### src/rtl/mem_req_arbiter_pkg.sv
// Shared types, field widths and width helpers for the memory-request arbiter.
package mem_req_arb_pkg;

    localparam int BAR_W  = 3;
    localparam int ADDR_W = 32;
    localparam int BE_W   = 4;
    localparam int DATA_W = 32;

    typedef enum logic {
        IDLE = 1'b0,
        HOLD = 1'b1
    } arb_state_e;

    function automatic int clog2(input int n);
        int r;
        int v;
        r = 0;
        v = n - 1;
        while (v > 0) begin
            r = r + 1;
            v = v >> 1;
        end
        return r;
    endfunction

    // Index width for n items, never narrower than one bit.
    function automatic int id_width(input int n);
        return (clog2(n) < 1) ? 1 : clog2(n);
    endfunction

endpackage

### src/rtl/mem_req_arbiter_if.sv
// Requester, memory-request and completion signals of the arbiter, bundled.
interface mem_req_arb_if #(
    parameter int NUM_REQ           = 2,
    parameter int OUTSTANDING_READS = 5
);
    import mem_req_arb_pkg::*;

    localparam int CNT_W = clog2(OUTSTANDING_READS + 1);

    logic [NUM_REQ-1:0]        req_valid;
    logic [NUM_REQ-1:0]        req_ready;
    logic [BAR_W*NUM_REQ-1:0]  req_bar_hit;
    logic [ADDR_W*NUM_REQ-1:0] req_pcie_address;
    logic [BE_W*NUM_REQ-1:0]   req_byte_enable;
    logic [NUM_REQ-1:0]        req_write_readn;
    logic [NUM_REQ-1:0]        req_phys_func;
    logic [DATA_W*NUM_REQ-1:0] req_write_data;

    logic                      mem_req_valid;
    logic                      mem_req_ready;
    logic [BAR_W-1:0]          mem_req_bar_hit;
    logic [ADDR_W-1:0]         mem_req_pcie_address;
    logic [BE_W-1:0]           mem_req_byte_enable;
    logic                      mem_req_write_readn;
    logic                      mem_req_phys_func;
    logic [DATA_W-1:0]         mem_req_write_data;

    logic                      axi_cpld_valid;
    logic                      axi_cpld_ready;
    logic [DATA_W-1:0]         axi_cpld_data;
    logic [NUM_REQ-1:0]        cpld_valid;
    logic [NUM_REQ-1:0]        cpld_ready;
    logic [DATA_W-1:0]         cpld_data;

    logic [CNT_W-1:0]          outstanding_count;
    logic                      err_orphan_cpld;

    modport master (
        input  req_valid, req_bar_hit, req_pcie_address, req_byte_enable,
               req_write_readn, req_phys_func, req_write_data,
               mem_req_ready, axi_cpld_valid, axi_cpld_data, cpld_ready,
        output req_ready, mem_req_valid, mem_req_bar_hit, mem_req_pcie_address,
               mem_req_byte_enable, mem_req_write_readn, mem_req_phys_func,
               mem_req_write_data, axi_cpld_ready, cpld_valid, cpld_data,
               outstanding_count, err_orphan_cpld
    );

    modport slave (
        output req_valid, req_bar_hit, req_pcie_address, req_byte_enable,
               req_write_readn, req_phys_func, req_write_data,
               mem_req_ready, axi_cpld_valid, axi_cpld_data, cpld_ready,
        input  req_ready, mem_req_valid, mem_req_bar_hit, mem_req_pcie_address,
               mem_req_byte_enable, mem_req_write_readn, mem_req_phys_func,
               mem_req_write_data, axi_cpld_ready, cpld_valid, cpld_data,
               outstanding_count, err_orphan_cpld
    );

endinterface

### src/rtl/mem_req_arbiter_tag_fifo.sv
// In-order FIFO of requester IDs for reads in flight; head is visible without a pop.
module mem_req_tag_fifo
    import mem_req_arb_pkg::*;
#(
    parameter int W     = 1,
    parameter int DEPTH = 5,
    parameter int CNT_W = 3
) (
    input  logic             clk,
    input  logic             rst,
    input  logic             push,
    input  logic             pop,
    input  logic [W-1:0]     din,
    output logic [W-1:0]     dout,
    output logic [CNT_W-1:0] count,
    output logic             full,
    output logic             empty
);
    localparam int PTR_W = id_width(DEPTH);

    logic [W-1:0]     mem_q [DEPTH];
    logic [PTR_W-1:0] wr_ptr;
    logic [PTR_W-1:0] rd_ptr;
    logic             push_ok;
    logic             pop_ok;

    assign full    = (count == CNT_W'(DEPTH));
    assign empty   = (count == '0);
    assign push_ok = push && !full;
    assign pop_ok  = pop && !empty;
    assign dout    = mem_q[rd_ptr];

    // Depth need not be a power of two, so pointers wrap explicitly.
    function automatic logic [PTR_W-1:0] ptr_next(input logic [PTR_W-1:0] p);
        return (p == PTR_W'(DEPTH - 1)) ? '0 : p + 1'b1;
    endfunction

    always_ff @(posedge clk) begin
        if (push_ok) begin
            mem_q[wr_ptr] <= din;
        end
    end

    always_ff @(posedge clk) begin
        if (rst) begin
            wr_ptr <= '0;
            rd_ptr <= '0;
            count  <= '0;
        end else begin
            if (push_ok) begin
                wr_ptr <= ptr_next(wr_ptr);
            end
            if (pop_ok) begin
                rd_ptr <= ptr_next(rd_ptr);
            end
            case ({push_ok, pop_ok})
                2'b10:   count <= count + 1'b1;
                2'b01:   count <= count - 1'b1;
                default: count <= count;
            endcase
        end
    end

    a_no_push_when_full: assert property (@(posedge clk) disable iff (rst) !(push && full));

endmodule

### src/rtl/mem_req_arbiter.sv
// Round-robin arbiter sharing one memory-request port among NUM_REQ requesters,
// with in-order completion steering back to the requester that issued each read.
module mem_req_arbiter
    import mem_req_arb_pkg::*;
#(
    parameter int NUM_REQ           = 2,
    parameter int OUTSTANDING_READS = 5
) (
    input  logic          m_axi_aclk,
    input  logic          m_axi_areset,
    mem_req_arb_if.master bus
);
    // state | meaning
    // IDLE  | looking for an eligible requester; grant is combinational
    // HOLD  | registered request presented downstream until mem_req_ready

    localparam int ID_W  = id_width(NUM_REQ);
    localparam int CNT_W = clog2(OUTSTANDING_READS + 1);

    arb_state_e         state;
    logic [ID_W-1:0]    rr_ptr;
    logic [ID_W-1:0]    gnt_q;
    logic [ID_W-1:0]    gnt_idx;
    logic               gnt_any;
    logic               grant_en;
    logic [NUM_REQ-1:0] elig;

    logic               mem_valid_q;
    logic [BAR_W-1:0]   bar_q;
    logic [ADDR_W-1:0]  addr_q;
    logic [BE_W-1:0]    be_q;
    logic               wr_q;
    logic               pf_q;
    logic [DATA_W-1:0]  data_q;

    logic [BAR_W-1:0]   sel_bar;
    logic [ADDR_W-1:0]  sel_addr;
    logic [BE_W-1:0]    sel_be;
    logic               sel_wr;
    logic               sel_pf;
    logic [DATA_W-1:0]  sel_data;

    logic               fifo_push;
    logic               fifo_pop;
    logic [ID_W-1:0]    fifo_head;
    logic [CNT_W-1:0]   fifo_count;
    logic               fifo_full;
    logic               fifo_empty;
    logic [NUM_REQ-1:0] cpl_valid;
    logic               cpl_ready;
    logic               orphan_q;

    // A full tag FIFO stalls reads only; the current count is used, so a pop
    // in the same cycle does not free a slot until the next one.
    always_comb begin
        elig = '0;
        for (int i = 0; i < NUM_REQ; i++) begin
            elig[i] = bus.req_valid[i] && (bus.req_write_readn[i] || !fifo_full);
        end
    end

    always_comb begin
        gnt_any = 1'b0;
        gnt_idx = '0;
        for (int i = 0; i < NUM_REQ; i++) begin
            if (!gnt_any && elig[i] && (i >= int'(rr_ptr))) begin
                gnt_any = 1'b1;
                gnt_idx = ID_W'(i);
            end
        end
        for (int i = 0; i < NUM_REQ; i++) begin
            if (!gnt_any && elig[i] && (i < int'(rr_ptr))) begin
                gnt_any = 1'b1;
                gnt_idx = ID_W'(i);
            end
        end
    end

    assign grant_en = (state == IDLE) && gnt_any && !m_axi_areset;

    always_comb begin
        bus.req_ready = '0;
        sel_bar       = '0;
        sel_addr      = '0;
        sel_be        = '0;
        sel_wr        = 1'b0;
        sel_pf        = 1'b0;
        sel_data      = '0;
        for (int i = 0; i < NUM_REQ; i++) begin
            if (gnt_idx == ID_W'(i)) begin
                bus.req_ready[i] = grant_en;
                sel_bar          = bus.req_bar_hit[i*BAR_W +: BAR_W];
                sel_addr         = bus.req_pcie_address[i*ADDR_W +: ADDR_W];
                sel_be           = bus.req_byte_enable[i*BE_W +: BE_W];
                sel_wr           = bus.req_write_readn[i];
                sel_pf           = bus.req_phys_func[i];
                sel_data         = bus.req_write_data[i*DATA_W +: DATA_W];
            end
        end
    end

    always_ff @(posedge m_axi_aclk) begin
        if (m_axi_areset) begin
            state       <= IDLE;
            mem_valid_q <= 1'b0;
            rr_ptr      <= '0;
            gnt_q       <= '0;
            bar_q       <= '0;
            addr_q      <= '0;
            be_q        <= '0;
            wr_q        <= 1'b0;
            pf_q        <= 1'b0;
            data_q      <= '0;
        end else begin
            case (state)
                IDLE: begin
                    if (grant_en) begin
                        bar_q       <= sel_bar;
                        addr_q      <= sel_addr;
                        be_q        <= sel_be;
                        wr_q        <= sel_wr;
                        pf_q        <= sel_pf;
                        data_q      <= sel_data;
                        gnt_q       <= gnt_idx;
                        rr_ptr      <= (gnt_idx == ID_W'(NUM_REQ - 1)) ? '0 : gnt_idx + 1'b1;
                        mem_valid_q <= 1'b1;
                        state       <= HOLD;
                    end
                end
                HOLD: begin
                    if (bus.mem_req_ready) begin
                        mem_valid_q <= 1'b0;
                        state       <= IDLE;
                    end
                end
                default: state <= IDLE;
            endcase
        end
    end

    assign fifo_push = (state == HOLD) && mem_valid_q && bus.mem_req_ready && !wr_q;
    assign fifo_pop  = bus.axi_cpld_valid && cpl_ready && !fifo_empty;

    mem_req_tag_fifo #(
        .W     (ID_W),
        .DEPTH (OUTSTANDING_READS),
        .CNT_W (CNT_W)
    ) u_tag_fifo (
        .clk   (m_axi_aclk),
        .rst   (m_axi_areset),
        .push  (fifo_push),
        .pop   (fifo_pop),
        .din   (gnt_q),
        .dout  (fifo_head),
        .count (fifo_count),
        .full  (fifo_full),
        .empty (fifo_empty)
    );

    // With no tag to steer by, completions are drained rather than left stuck.
    always_comb begin
        cpl_valid = '0;
        cpl_ready = 1'b1;
        if (!fifo_empty) begin
            cpl_ready = 1'b0;
            for (int i = 0; i < NUM_REQ; i++) begin
                if (fifo_head == ID_W'(i)) begin
                    cpl_valid[i] = bus.axi_cpld_valid;
                    cpl_ready    = bus.cpld_ready[i];
                end
            end
        end
    end

    always_ff @(posedge m_axi_aclk) begin
        if (m_axi_areset) begin
            orphan_q <= 1'b0;
        end else if (bus.axi_cpld_valid && fifo_empty) begin
            orphan_q <= 1'b1;
        end
    end

    assign bus.mem_req_valid        = mem_valid_q;
    assign bus.mem_req_bar_hit      = bar_q;
    assign bus.mem_req_pcie_address = addr_q;
    assign bus.mem_req_byte_enable  = be_q;
    assign bus.mem_req_write_readn  = wr_q;
    assign bus.mem_req_phys_func    = pf_q;
    assign bus.mem_req_write_data   = data_q;
    assign bus.cpld_valid           = cpl_valid;
    assign bus.axi_cpld_ready       = cpl_ready;
    assign bus.cpld_data            = bus.axi_cpld_data;
    assign bus.outstanding_count    = fifo_count;
    assign bus.err_orphan_cpld      = orphan_q;

endmodule

### src/flat_wrapper.sv
// flat-port wrapper written by rule: the top's interface ports become plain ports
module mem_req_arbiter_flat import mem_req_arb_pkg::*;
#(
    parameter int NUM_REQ           = 2,
    parameter int OUTSTANDING_READS = 5
)
  (m_axi_aclk, m_axi_areset, bus_req_valid, bus_req_bar_hit, bus_req_pcie_address, bus_req_byte_enable, bus_req_write_readn, bus_req_phys_func, bus_req_write_data, bus_mem_req_ready, bus_axi_cpld_valid, bus_axi_cpld_data, bus_cpld_ready, bus_req_ready, bus_mem_req_valid, bus_mem_req_bar_hit, bus_mem_req_pcie_address, bus_mem_req_byte_enable, bus_mem_req_write_readn, bus_mem_req_phys_func, bus_mem_req_write_data, bus_axi_cpld_ready, bus_cpld_valid, bus_cpld_data, bus_outstanding_count, bus_err_orphan_cpld);
  mem_req_arb_if #(.NUM_REQ(NUM_REQ), .OUTSTANDING_READS(OUTSTANDING_READS)) bus_i ();
  input  logic m_axi_aclk;
  input  logic m_axi_areset;
  input wire logic [$bits(bus_i.req_valid)-1:0] bus_req_valid;
  input wire logic [$bits(bus_i.req_bar_hit)-1:0] bus_req_bar_hit;
  input wire logic [$bits(bus_i.req_pcie_address)-1:0] bus_req_pcie_address;
  input wire logic [$bits(bus_i.req_byte_enable)-1:0] bus_req_byte_enable;
  input wire logic [$bits(bus_i.req_write_readn)-1:0] bus_req_write_readn;
  input wire logic [$bits(bus_i.req_phys_func)-1:0] bus_req_phys_func;
  input wire logic [$bits(bus_i.req_write_data)-1:0] bus_req_write_data;
  input wire logic [$bits(bus_i.mem_req_ready)-1:0] bus_mem_req_ready;
  input wire logic [$bits(bus_i.axi_cpld_valid)-1:0] bus_axi_cpld_valid;
  input wire logic [$bits(bus_i.axi_cpld_data)-1:0] bus_axi_cpld_data;
  input wire logic [$bits(bus_i.cpld_ready)-1:0] bus_cpld_ready;
  output wire logic [$bits(bus_i.req_ready)-1:0] bus_req_ready;
  output wire logic [$bits(bus_i.mem_req_valid)-1:0] bus_mem_req_valid;
  output wire logic [$bits(bus_i.mem_req_bar_hit)-1:0] bus_mem_req_bar_hit;
  output wire logic [$bits(bus_i.mem_req_pcie_address)-1:0] bus_mem_req_pcie_address;
  output wire logic [$bits(bus_i.mem_req_byte_enable)-1:0] bus_mem_req_byte_enable;
  output wire logic [$bits(bus_i.mem_req_write_readn)-1:0] bus_mem_req_write_readn;
  output wire logic [$bits(bus_i.mem_req_phys_func)-1:0] bus_mem_req_phys_func;
  output wire logic [$bits(bus_i.mem_req_write_data)-1:0] bus_mem_req_write_data;
  output wire logic [$bits(bus_i.axi_cpld_ready)-1:0] bus_axi_cpld_ready;
  output wire logic [$bits(bus_i.cpld_valid)-1:0] bus_cpld_valid;
  output wire logic [$bits(bus_i.cpld_data)-1:0] bus_cpld_data;
  output wire logic [$bits(bus_i.outstanding_count)-1:0] bus_outstanding_count;
  output wire logic [$bits(bus_i.err_orphan_cpld)-1:0] bus_err_orphan_cpld;
  assign bus_i.req_valid = bus_req_valid;
  assign bus_i.req_bar_hit = bus_req_bar_hit;
  assign bus_i.req_pcie_address = bus_req_pcie_address;
  assign bus_i.req_byte_enable = bus_req_byte_enable;
  assign bus_i.req_write_readn = bus_req_write_readn;
  assign bus_i.req_phys_func = bus_req_phys_func;
  assign bus_i.req_write_data = bus_req_write_data;
  assign bus_i.mem_req_ready = bus_mem_req_ready;
  assign bus_i.axi_cpld_valid = bus_axi_cpld_valid;
  assign bus_i.axi_cpld_data = bus_axi_cpld_data;
  assign bus_i.cpld_ready = bus_cpld_ready;
  assign bus_req_ready = bus_i.req_ready;
  assign bus_mem_req_valid = bus_i.mem_req_valid;
  assign bus_mem_req_bar_hit = bus_i.mem_req_bar_hit;
  assign bus_mem_req_pcie_address = bus_i.mem_req_pcie_address;
  assign bus_mem_req_byte_enable = bus_i.mem_req_byte_enable;
  assign bus_mem_req_write_readn = bus_i.mem_req_write_readn;
  assign bus_mem_req_phys_func = bus_i.mem_req_phys_func;
  assign bus_mem_req_write_data = bus_i.mem_req_write_data;
  assign bus_axi_cpld_ready = bus_i.axi_cpld_ready;
  assign bus_cpld_valid = bus_i.cpld_valid;
  assign bus_cpld_data = bus_i.cpld_data;
  assign bus_outstanding_count = bus_i.outstanding_count;
  assign bus_err_orphan_cpld = bus_i.err_orphan_cpld;
  mem_req_arbiter #(.NUM_REQ(NUM_REQ), .OUTSTANDING_READS(OUTSTANDING_READS)) u_core (.m_axi_aclk(m_axi_aclk), .m_axi_areset(m_axi_areset), .bus(bus_i));
endmodule
### config.mk
export PLATFORM = sky130hd
export DESIGN_NAME = mem_req_arbiter_flat
export DESIGN_NICKNAME = d
export VERILOG_FILES = /design/src/rtl/mem_req_arbiter_pkg.sv /design/src/rtl/mem_req_arbiter_if.sv /design/src/rtl/mem_req_arbiter_tag_fifo.sv /design/src/rtl/mem_req_arbiter.sv /design/src/flat_wrapper.sv
export SDC_FILE = /design/constraint.sdc
export NUM_CORES = 1
export LEC_CHECK = 0
export BUFFER_PORTS_ARGS = -buffer_cell sky130_fd_sc_hd__buf_2
export CORE_AREA = 4 4 116 118
export DETAILED_ROUTE_END_ITERATION = 10
export DIE_AREA = 0 0 120 122
export HOLD_SLACK_MARGIN = 0.12
export PLACE_DENSITY_LB_ADDON = 0.08
export SETUP_SLACK_MARGIN = 0.02
export SLEW_MARGIN = 15
export SYNTH_ARGS = -nofsm -noshare
export SYNTH_HDL_FRONTEND = slang
export SYNTH_SLANG_ARGS = --single-unit
### constraint.sdc
create_clock -name m_axi_aclk -period 5.5 [get_ports m_axi_aclk]
set_input_delay 0.275 -clock m_axi_aclk [delete_from_list [all_inputs] [get_ports m_axi_aclk]]
set_output_delay 0.275 -clock m_axi_aclk [all_outputs]
set_load 0.02 [all_outputs]
== Word-level counts from Yosys, hierarchy flattened ==
Memory sizes are Yosys's and may differ from the RTL's. A register that Yosys moved wholly into a read port is not among the register bits.
Index checks and enable logic that the tools add are counted.

* Output and inout port bits: 115
* Bits in writable memories: 5
* Memories: 1
* Bits of input ports: 186
* Register bits after elaboration: 87
* Word-level logic and storage cells: 90

* $add $sub $neg: 5
* Eq/ne operators: 7
* Bitwise logic cells: 1
* Order comparisons: 2
* Reduce and logical (&&, ||, !) cells: 28
* Muxes and demuxes: 32

{| class="wikitable"
|+ Memory list
! memory !! words !! bits a word !! read ports !! clocked after memory_dff !! write ports !! line !! text
|-
| u_core.u_tag_fifo.mem_q || 5 || 1 || 1 || 1 || 1 || mem_req_arbiter_tag_fifo.sv:21 || <nowiki>logic [W-1:0] mem_q [DEPTH];</nowiki>
|}

{| class="wikitable"
|+ Operators by type and width
! kind !! count
|-
| $mux W32 || 2
|-
| $mux W1 || 20
|-
| $logic_and A1 B1 Y1 || 16
|-
| $mux W3 || 5
|-
| $add A3 B1 Y3 const B || 3
|-
| $eq A3 B3 Y1 const B || 3
|-
| $logic_not A1 Y1 || 6
|-
| $pmux W3 S2 || 1
|-
| $mux W4 || 1
|-
| $pmux W1 S2 || 2
|-
| $reduce_and A2 Y1 || 2
|-
| $logic_not A3 Y1 || 1
|-
| $sub A3 B1 Y3 const B || 1
|-
| $eq A2 B1 Y1 const B || 1
|-
| $eq A2 B2 Y1 const B || 1
|-
| $logic_or A1 B1 Y1 || 2
|-
| $mux W2 || 1
|-
| $ne A2 B1 Y1 const B || 1
|-
| $ne A2 B2 Y1 const B || 1
|-
| $reduce_bool A2 Y1 || 1
|-
| $add A1 B1 Y1 const B || 1
|-
| $ge A1 B1 Y1 const A || 1
|-
| $lt A1 B1 Y1 const A || 1
|-
| $not A1 Y1 || 1
|}

== Longest topological paths before layout ==
Gate-level depths: netlist (run 1).

* Depth in word-level cells: 17
* Gate-level depth with buffers: 10
* Mapped depth without buffers: 10

== Cells and area by module ==
Synthesis (run 1) repeated with hierarchy kept, for this count alone.

* Cell total of the unflattened synthesis: 546
* Area, all modules: 4,450.5 sq um

{| class="wikitable"
|+ Modules (own cells, without submodules)
! module !! instances !! sequential area each (sq um) !! cells each !! area each (sq um)
|-
| mem_req_arbiter || 1 || 1,561.5 || 471 || 3,653.5
|-
| mem_req_tag_fifo || 1 || 390.4 || 75 || 797.0
|}

== Worst setup path after synthesis (run 1) ==
Ideal clock, no wire load.

* Kind: reg2reg
* Start point: register u_core.u_tag_fifo.count[0]
* End point: register u_core.u_tag_fifo.count[2]
* Data required time: 5,429 ps
* Cell stages (with the launch flop): 10
* Setup time: 71 ps
* Buffers on the path: 1
* Data arrival time: 2,265 ps
* Period minus slack after synthesis: 2,336 ps
* Setup slack: 3,164 ps
* Path through: dfxtp_1 nand3b_4 nand4bb_1 clkbuf_1 ha_1 inv_1 fa_1 xor2_1 or3_1 a21oi_1

* Cells in the longest elaborated chain, start to end: 7
* Elaborated cells on any way between the ends: 15
* Classes of those cells: add/sub (2); eq/ne (3); mux (2); reduce/logical (8)

{| class="wikitable"
|+ Ends and longest elaborated chain
! what !! line !! text
|-
| start, declared || mem_req_arbiter_tag_fifo.sv:15 || <nowiki>output logic [CNT_W-1:0] count,</nowiki>
|-
| start signal, assigned || mem_req_arbiter_tag_fifo.sv:57 || <nowiki>2'b10: count <= count + 1'b1;</nowiki>
|-
| start signal, assigned || mem_req_arbiter_tag_fifo.sv:58 || <nowiki>2'b01: count <= count - 1'b1;</nowiki>
|-
| start signal, assigned || mem_req_arbiter_tag_fifo.sv:59 || <nowiki>default: count <= count;</nowiki>
|-
| $logic_not A3 Y1 || mem_req_arbiter_tag_fifo.sv:28 || <nowiki>assign empty = (count == '0);</nowiki>
|-
| $mux W1 || mem_req_arbiter.sv:164 || <nowiki>if (!fifo_empty) begin</nowiki>
|-
| $logic_and A1 B1 Y1 (2 in a row) || mem_req_arbiter.sv:142 || <nowiki>assign fifo_pop = bus.axi_cpld_valid && cpl_ready && !fifo_empty;</nowiki>
|-
| $logic_and A1 B1 Y1 || mem_req_arbiter_tag_fifo.sv:30 || <nowiki>assign pop_ok = pop && !empty;</nowiki>
|-
| $eq A2 B1 Y1 / $eq A2 B2 Y1 (equally long branches) || mem_req_arbiter_tag_fifo.sv:56 || <nowiki>case ({push_ok, pop_ok})</nowiki>
|-
| $pmux W3 S2 / $reduce_bool A2 Y1 (equally long branches) || n/a ||
|}

Several ways; a longest one is shown, not always the timed one.
A chain may end at the register's enable or synchronous reset.

==> results of run 1 <==
==> layout by cell type, fill, tap and decap left out, drive strengths merged, types with 3 or more instances in the layout <==
master / synthesis / final
o21ai: 9 / 9
mux2i: 5 / 5
a22o: 73 / 73
nand2: 5 / 5
a21oi: 11 / 11
inv: 10 / 10
dfxtp: 90 / 90
buf: 56 / 240
nor2: 14 / 14
a21o: 73 / 73
edfxtp: 5 / 5
ha: 5 / 5
clkbuf: 3 / 11
nand2b: 3 / 3
or3: 3 / 3
==> registers in the layout (all words and copies together) (netlist names), 3 cells and up, named ones only <==
signal	count
u_core.bus.mem_req_pcie_address	32
u_core.bus.mem_req_write_data	32
u_core.u_tag_fifo.mem_q	5
u_core.bus.mem_req_byte_enable	4
u_core.bus.mem_req_bar_hit	3
u_core.u_tag_fifo.count	3
u_core.u_tag_fifo.rd_ptr	3
u_core.u_tag_fifo.wr_ptr	3
==> power breakdown <==
| part | leakage [uW] | internal, uW | switching (uW) |
|---|---|---|---|
| Combinational | 0.00227 | 134 | 167 |
| Clock | 0.000148 | 397 | 264 |
| Sequential | 0.000787 | 747 | 29.8 |
| Total | 0.00320 | 1280 | 461 |
==> through the flow <==
stage	std cells	utilization [%]
6_report	762	44.5
5_1_grt	762	44.5
4_1_cts	761	44.4
3_5_place_dp	745	41.9
3_3_place_gp	745	41.9
2_1_floorplan	392	-
==> per-layer routing <==
layer  up-vias  part of all wire, %  track usage [%]
met1      1678                   38             16.8
li1       1808                    -                -
met4         0                  1.8             6.08
met5         -                    0                0
met2       153                   52             28.6
met3        20                  8.2             4.69
==> kinds of logic after synthesis <==
logic type | after synthesis
flip-flops | 95
adder cells (fa/ha/maj) | 6
multiplexers | 5
buffers and inverters | 69
XOR/XNOR | 2
AND/OR/NAND/NOR | 35
AO/OA/AOI/OAI | 180
==> layout make-up <==
cell class | instances | area share [%]
Timing Repair Buffer | 241 | 22.1
Multi-Input combinational cell | 228 | 32.5
Clock inverter | 6 | 1.53
Tap cell | 172 | 3.88
Inverter | 10 | 0.677
Sequential cell | 95 | 35.2
Clock buffer | 10 | 4.13
==> worst max path at each step <==
stage                                                endpoint  slack [ns]  cells past startpoint
2_1_floorplan         u_core.u_tag_fifo.count[2]$_SDFFE_PP0P_        3.16                      9
3_3_place_gp   u_core.bus.mem_req_write_data[17]$_SDFFE_PP0P_        2.61                      6
3_5_place_dp   u_core.bus.mem_req_write_data[14]$_SDFFE_PP0P_        2.49                      6
4_1_cts        u_core.bus.mem_req_write_data[12]$_SDFFE_PP0P_        2.46                      6
5_1_grt        u_core.bus.mem_req_write_data[11]$_SDFFE_PP0P_        2.74                      6
6_report              u_core.u_tag_fifo.count[2]$_SDFFE_PP0P_        2.93                     10
==> tightest hold or removal path, stage by stage <==
cell     delay (ns)
buf_2          0.11
a21oi_1        0.06
nor2_1         0.07
==> results.json, run 1 <==
{
  "status": "completed",
  "ys_top_cells_by_area": "dfxtp_1 43%, a22o_1 15%, a21o_1 13%",
  "cts_made_buffers": 9,
  "tns_ns": 0,
  "grt_pass1_wl_mm": 18.2,
  "tritoncts": "yes",
  "seq_area_um2": 1950,
  "synth.most_common_cell": "dfxtp_1",
  "cts_hold_buf": 0,
  "synthAdderAreaFrac_pct": 1.96,
  "clk_latency_ns": 0.34,
  "design_area_um2": 5550,
  "grtUsageTotal_pct": 15.6,
  "drive_above_1_share_pct": 44.7,
  "syn_area_um2": 4220,
  "synth_fp_nets": 584,
  "syn_inst": 392,
  "synth-seq-cells": 95,
  "r2r_cells": 10,
  "cts_buffer_depth": 2,
  "numPortBuffers": 236,
  "hold_end": "u_core.bus.err_orphan_cpld$_SDFFE_PP0P_",
  "clock_sinks": 95,
  "max_freq_ghz": 0.389,
  "synthDistinctLibCells": 40,
  "placed_cell_area_um2": 5220,
  "hp-start": "bus_axi_cpld_valid",
  "reg2reg_slack_ns": 2.93,
  "start_util_pct": 33.8,
  "critPathTopFamily": "simple AND/OR/NAND/NOR gates",
  "avgRoutedWirePerCell_um": 15.8,
  "core.rowCount": 41,
  "leakage_uw": 0.00320,
  "p_per_area_nw_per_um2": 313,
  "vias": 3659,
  "hold_viol_final": 0,
  "min-delay-path-class": "in -> reg",
  "n_antenna_cell": 0,
  "drtPass1Iterations": 4,
  "cp-start-kind": "flop",
  "post_cts_buffers": 0,
  "worstPathCellList": "mux2i_1, a22oi_1, and4_1, or2_2, ha_1, inv_1, fa_1, xor2_1, or3_1, a21oi_1",
  "cap_violations": 0,
  "viasPerCell": 4.80,
  "syn2layout_area_growth_pct": 31.5,
  "synth-simple-area-share_pct": 4.66,
  "cts_resized": 0,
  "core_um2": 12500,
  "drt-initial-drc-count": 156,
  "vdd_drop_max_uv": 136,
  "min_period_ns": 2.57,
  "final_antenna_net_count": 0,
  "multiInputGateArea_um2": 1800,
  "synth_compound_area_share_pct": 34.3,
  "die_width_um": 120,
  "path_class": "reg -> reg",
  "critical_path_arrival_ns": 2.84,
  "gr-total-overflow": 0,
  "finalSetupViolations": 0,
  "synth_top_family_by_area": "compound AO/OA/AOI/OAI gates",
  "dieHeight_um": 122,
  "nNetsFinal": 777,
  "synth_flop_cell": "dfxtp_1",
  "yosysTopAreaCell": "dfxtp_1",
  "async_reset_ff_share_pct": 0,
  "cp-end-kind": "flop",
  "path_max_fanout": 5,
  "design.portCount": 301,
  "grt_max_degree": 55,
  "synth-warning-count": 0,
  "synth_xor_area_share_pct": 0.415,
  "hpwl_mm": 9.00,
  "crit_required_ns": 5.77,
  "synth_mux_area_share_pct": 1.19,
  "grt_pass1_vias": 3686,
  "root_buffer": "clkbuf_16",
  "synth_top_area_share_pct": 42.7,
  "holdPathStages": 3,
  "h-tree-depth": 3,
  "rr_endpoint": "u_core.u_tag_fifo.count[2]$_SDFFE_PP0P_",
  "tightestPinTransition_ns": 0.912,
  "syn_area_per_cell_um2": 10.8,
  "holdWs_ns": 0.214,
  "drc_errors": 0,
  "finalWeightedCongestion": 0.750,
  "fill_cells": 1265,
  "rsz0062_at_grt": "false",
  "cpMaxStageDelayCell": "dfxtp_1",
  "worst_slack_ns": 2.93,
  "clkTransAtPathRegs_ns": 0.06,
  "synth.yosys.seq_area_share_pct": 46.3,
  "yosys-top-cells-count": "90 x dfxtp_1, 73 x a21o_1, 73 x a22o_1",
  "routed_wl_mm": 12.0,
  "finalPower_uw": 1740,
  "cp_num_buf_inv": 1,
  "slowest_delay_ns": 0.38,
  "slew_viol_final": 0,
  "antenna_found_initial": 0,
  "place_ws_ns": 2.49,
  "fin_crit_sh_pct": 46.8,
  "synth_edf_count": 5,
  "maxSlewHeadroom_pct": 39.1,
  "skew_ns": 0.00939,
  "die_area_um2": 14600
}
(Power assumes the default switching activity.)
==> run 2, diff against run 1 <==
ABC_AREA = 1   (was unset)
CORE_AREA = 4 4 115 117   (was 4 4 116 118)
DIE_AREA = 0 0 119 121   (was 0 0 120 122)
clock period = 2.6 ns   (was 5.5 ns; I/O delays follow)
==> results.json, run 2 <==
{
  "syn_inst": 734,
  "die_area_um2": 14400,
  "tritoncts": "yes",
  "cap_violations": 0,
  "root_buffer": "clkbuf_16",
  "internal_power_uw": 2550,
  "viasPerCell": 4.71,
  "grt_max_degree": 77,
  "synth.most_common_cell": "nand2_1",
  "clock_sinks": 95,
  "routed_wl_mm": 14.5,
  "core_um2": 12400,
  "reg2reg_slack_ns": 0.30,
  "numPortBuffers": 236,
  "avgRoutedWirePerCell_um": 13.0,
  "tightestPinTransition_ns": 0.816,
  "dp.cells": 1068,
  "core.rowCount": 41,
  "layout_commonest_cell": "nand2_1",
  "gr-total-overflow": 0,
  "min-delay-path-class": "in -> reg",
  "design.portCount": 301,
  "p_sw_share_pct": 29.3,
  "rsz0062_at_grt": "false",
  "drc_errors": 0,
  "syn_area_um2": 4950,
  "holdWs_ns": 0.134,
  "synth_fp_nets": 926,
  "clk_latency_ns": 0.34,
  "syn_area_per_cell_um2": 6.75,
  "finalSetupViolations": 0,
  "p_per_area_nw_per_um2": 556,
  "grt_pass1_wl_mm": 22.9,
  "min_period_ns": 2.31,
  "hpwl_mm": 10.3,
  "critical_path_arrival_ns": 2.18,
  "leakage_uw": 0.00331,
  "status": "completed",
  "async_reset_ff_share_pct": 0,
  "finalWeightedCongestion": 0.802,
  "drt-initial-drc-count": 227,
  "syn2layout_area_growth_pct": 30.9,
  "vias": 5247,
  "dieHeight_um": 121,
  "fill_cells": 1259,
  "synthDistinctLibCells": 27,
  "skew_ns": 0.00857,
  "nNetsFinal": 1130,
  "drtPass1Iterations": 4,
  "seq_power_share_pct": 44.4,
  "path_max_fanout": 75,
  "slowest_delay_ns": 0.44,
  "grtUsageTotal_pct": 19.6,
  "power_frac_comb_pct": 22.2,
  "maxSlewHeadroom_pct": 45.6,
  "slew_viol_final": 0,
  "die_width_um": 119,
  "cpMaxStageDelayCell": "buf_6",
  "drive_above_1_share_pct": 28.6,
  "fin_crit_sh_pct": 88.9,
  "mostFrequentLayoutCells": "317 x nand2_1, 236 x buf_2, 90 x dfxtp_1",
  "synth_flop_cell": "dfxtp_1",
  "critPathTopFamily": "buffers and inverters",
  "cts_made_buffers": 9,
  "n_antenna_cell": 0,
  "cts_buffer_depth": 2,
  "crit_required_ns": 2.47,
  "yosysTopAreaCell": "dfxtp_1",
  "synth-seq-cells": 95,
  "yosys-top-cells-count": "317 x nand2_1, 90 x dfxtp_1, 84 x a21oi_1",
  "path_class": "reg -> out",
  "grt_pass1_vias": 4877,
  "clkTransAtPathRegs_ns": 0.06,
  "start_util_pct": 40.1,
  "hold_viol_final": 0,
  "fin_cells": 1115,
  "ys_top_cells_by_area": "dfxtp_1 36%, nand2_1 24%, a21oi_1 8.5%",
  "h-tree-depth": 3,
  "cp-start-kind": "flop",
  "worstPathCellList": "nand3_2, o21ai_2, a21oi_2, nand2_2, buf_6, nor2_1, buf_2",
  "synth_edf_count": 5,
  "antenna_found_initial": 0,
  "final_antenna_net_count": 0,
  "max_freq_ghz": 0.433,
  "clkPwrFrac_pct": 33.4,
  "p_switching_uw": 1060,
  "synth-warning-count": 0,
  "post_cts_buffers": 0,
  "synth_top_area_share_pct": 36.4,
  "cp_num_buf_inv": 2,
  "cp-end-kind": "output pin",
  "vdd_drop_max_uv": 335,
  "synth.yosys.seq_area_share_pct": 39.4,
  "tns_ns": 0
}
[run 2: per-layer routing]
layer | vias to the layer above | global-route usage [%] | wire (um)
li1 | 2719 | - | -
met1 | 2314 | 21.8 | 5900
met3 | 31 | 6.01 | 1130
met4 | 0 | 8.47 | 359
met5 | - | 0 | 0
met2 | 183 | 34.4 | 7110
[run 2: path summary, 6_finish.rpt]
check | startpoint | to | cells past startpoint
setup / recovery | u_core.u_tag_fifo.count[0]$_SDFFE_PP0P_ | bus_req_ready[0] | 7
hold / removal | bus_req_byte_enable[1] | u_core.bus.mem_req_byte_enable[1]$_SDFFE_PP0P_ | 5
setup reg to reg | u_core.u_tag_fifo.mem_q[3]$_DFFE_PP_ | u_core.u_tag_fifo.count[2]$_SDFFE_PP0P_ | 16
hold reg to reg | u_core.bus.err_orphan_cpld$_SDFFE_PP0P_ | u_core.bus.err_orphan_cpld$_SDFFE_PP0P_ | 2
[run 2: what timing repair did]
| item | in CTS | in global routing |
|---|---|---|
| hold buffers | 31 | 0 |
| resized for setup | 0 | 1 |
| endpoints found under the hold margin | 32 | 0 |
| setup endpoints to repair | 0 | 1 |
[run 2: per-stage QoR]
stage          total power [uW]  setup slack, ns  cell area, um^2  util, %
4_1_cts                    3660           0.0821             6480     52.4
3_5_place_dp               2410            0.332             5910     47.8
5_1_grt                    3820           0.0989             6480     52.5
6_report                   3610            0.289             6480     52.5
2_1_floorplan              2210            0.428             4950        -
3_3_place_gp               2400            0.439             5910     47.8
[run 2: final cells by class]
class,instances,area (um^2),share of cell area [%]
repair buffers,276,1610,24.9
inverters,30,113,1.74
clock buffers,15,258,3.97
flip-flops and latches,95,1950,30.1
well taps,172,215,3.32
clock inverters,1,5.00,0.0772
multi-input cells,526,2330,35.9
[run 2: power groups by stage]
stage               clock network (uW)  registers (uW)  logic [uW]
global route                      1310            1610         893
floorplan                            0            1720         485
global placement                     0            1630         766
detailed placement                   0            1640         774
CTS                               1250            1600         812
finish                            1200            1600         801
[run 2: kinds of logic after synthesis]
group	share of synthesized area, %
simple gates	34.7
buf+inv	13.8
compound gates	10.5
flops	39.4
fa+ha+maj	1.67
[run 2: worst reg2reg max path, stage by stage, from the launching register on]
cell and delay [ns]:
edfxtp_1 0.38, inv_1 0.06, nand2_1 0.05, nand3_1 0.09, nand2_1 0.06, nand2_1 0.07
nand3_1 0.09, nand2_1 0.12, nand2_1 0.08, inv_1 0.10, ha_1 0.15, inv_1 0.07
fa_1 0.38, a21oi_1 0.15, o21ai_0 0.12, o21ai_0 0.17, a21oi_1 0.06
==> run 3, diff against run 2 <==
BUFFER_PORTS_ARGS = unset   (was -buffer_cell sky130_fd_sc_hd__buf_2)
CTS_BUF_LIST = sky130_fd_sc_hd__clkbuf_2 sky130_fd_sc_hd__clkbuf_4 sky130_fd_sc_hd__clkbuf_8   (was unset)
DONT_BUFFER_PORTS = 1   (was unset)
==> results.json, run 3 (synthesis results as in run 2) <==
{
  "grt_pass1_wl_mm": 25.2,
  "drt-initial-drc-count": 258,
  "slew_viol_final": 0,
  "p_per_area_nw_per_um2": 515,
  "clkTransAtPathRegs_ns": 0.09,
  "status": "completed",
  "crit_top_cell": "buf_12",
  "cp-start-kind": "flop",
  "crit_required_ns": 2.47,
  "core_um2": 12400,
  "tightestPinTransition_ns": 0.777,
  "routed_wl_mm": 15.8,
  "maxSlewHeadroom_pct": 48.2,
  "cts_buffer_depth": 2,
  "min_period_ns": 2.36,
  "drtPass1Iterations": 5,
  "worstPathCellList": "inv_2, nand3_2, o21ai_2, a21oi_2, nand2_2, buf_12, nor2_1, buf_12",
  "vias": 5099,
  "cts_made_buffers": 9,
  "cp-end-kind": "output pin",
  "viasPerCell": 5.10,
  "mostFrequentLayoutCells": "317 x nand2_1, 150 x dlygate4sd3_1, 89 x dfxtp_1",
  "utilization_pct": 52.1,
  "met1_usage_pct": 24.2,
  "layout_commonest_cell": "nand2_1",
  "post_cts_buffers": 0,
  "core.rowCount": 41,
  "cap_violations": 0,
  "rsz0062_at_grt": "false",
  "critical_path_arrival_ns": 2.23,
  "leakage_uw": 0.00275,
  "grt_max_degree": 78,
  "syn2layout_area_growth_pct": 30.1,
  "clk_latency_ns": 0.36,
  "dieHeight_um": 121,
  "grt_pass1_vias": 5011,
  "final_antenna_net_count": 0,
  "fin_crit_sh_pct": 90.6,
  "vdd_drop_max_uv": 255,
  "tns_ns": 0,
  "worst_slack_ns": 0.243,
  "nNetsFinal": 1015,
  "antenna_found_initial": 0,
  "min-delay-path-class": "in -> reg",
  "root_buffer": "clkbuf_8",
  "clock_sinks": 95,
  "holdWs_ns": 0.146,
  "hpwl_mm": 9.23,
  "h-tree-depth": 3,
  "die_area_um2": 14400,
  "finalSetupViolations": 0,
  "die_width_um": 119,
  "avgRoutedWirePerCell_um": 15.8,
  "drc_errors": 0,
  "design.portCount": 301,
  "max_freq_ghz": 0.424,
  "skew_ns": 0.0104,
  "gr-total-overflow": 0,
  "busiest_layer": "met2",
  "tritoncts": "yes",
  "numPortBuffers": 0,
  "place_ws_ns": 0.283,
  "finalWeightedCongestion": 0.782,
  "n_antenna_cell": 0,
  "slowest_delay_ns": 0.52,
  "start_util_pct": 40.1,
  "grtUsageTotal_pct": 21.7,
  "path_class": "reg -> out",
  "drive_above_1_share_pct": 4.96,
  "hold_viol_final": 0,
  "grt_use_met3_pct": 6.71,
  "gr-usage-met2_pct": 36.0,
  "cpMaxStageDelayCell": "dfxtp_1",
  "path_max_fanout": 75
}
## run 3: cell types whose count changed in the layout (fill, tap and decap cells not counted), moves of 2 or more
cell           before  now
dlygate4sd3_1      31  150
clkbuf_16           9    0
clkbuf_8            1   11
clkbuf_1            5    0
buf_4               4    6
buf_2             236    0
clkbuf_4            0    3
## run 3: repair_timing
action	in CTS	in global routing
setup endpoints to repair	0	2
hold buffers	151	0
endpoints found under the hold margin	86	0
resized for setup	0	3
## run 3: routing by layer
layer / wire, um / vias to the layer above / part of all wire, %
met1: 6090 / 2267 / 39
met4: 786 / 0 / 5.0
met3: 1350 / 66 / 8.6
met5: 0 / - / 0
li1: - / 2490 / -
met2: 7530 / 276 / 48
## run 3: area by class of cell
type | instances | area (um^2)
clock buffers | 14 | 174
multi-input cells | 526 | 2330
well taps | 172 | 215
flip-flops and latches | 95 | 1950
fillers | 1145 | 5920
repair buffers | 161 | 1650
inverters | 30 | 115
clock inverters | 1 | 5.00
## run 3: worst paths after layout
kind                                             from                                            end  slack, ns  depth (start not counted)
min                                      m_axi_areset  u_core.bus.mem_req_write_data[7]$_SDFFE_PP0P_       0.15                          2
max reg2reg   u_core.u_tag_fifo.count[1]$_SDFFE_PP0P_        u_core.u_tag_fifo.count[2]$_SDFFE_PP0P_       0.28                         13
min reg2reg  u_core.u_tag_fifo.rd_ptr[2]$_SDFFE_PP0N_                                           flop       0.53                          2
max           u_core.u_tag_fifo.count[1]$_SDFFE_PP0P_                               bus_req_ready[0]       0.24                          8
## run 3: critical path, delay by kind of cell (launching register included)
family	cells	cell delay, ns
buf+inv	3	0.49
flops	1	0.52
simple gates	3	0.53
compound gates	2	0.32
## run 3: metrics by stage
| step | power [uW] | area, um^2 | cells |
|---|---|---|---|
| CTS | 3350 | 6440 | 999 |
| finish | 3320 | 6450 | 999 |
| global route | 3520 | 6450 | 999 |
| detailed placement | 2210 | 4730 | 833 |
| global placement | 2200 | 4730 | 833 |
| floorplan | 2210 | 4950 | 734 |
## run 3: where the power goes
group          internal [uW]  switching [uW]
registers               1550             158
clock network            427             499
logic                    314             369
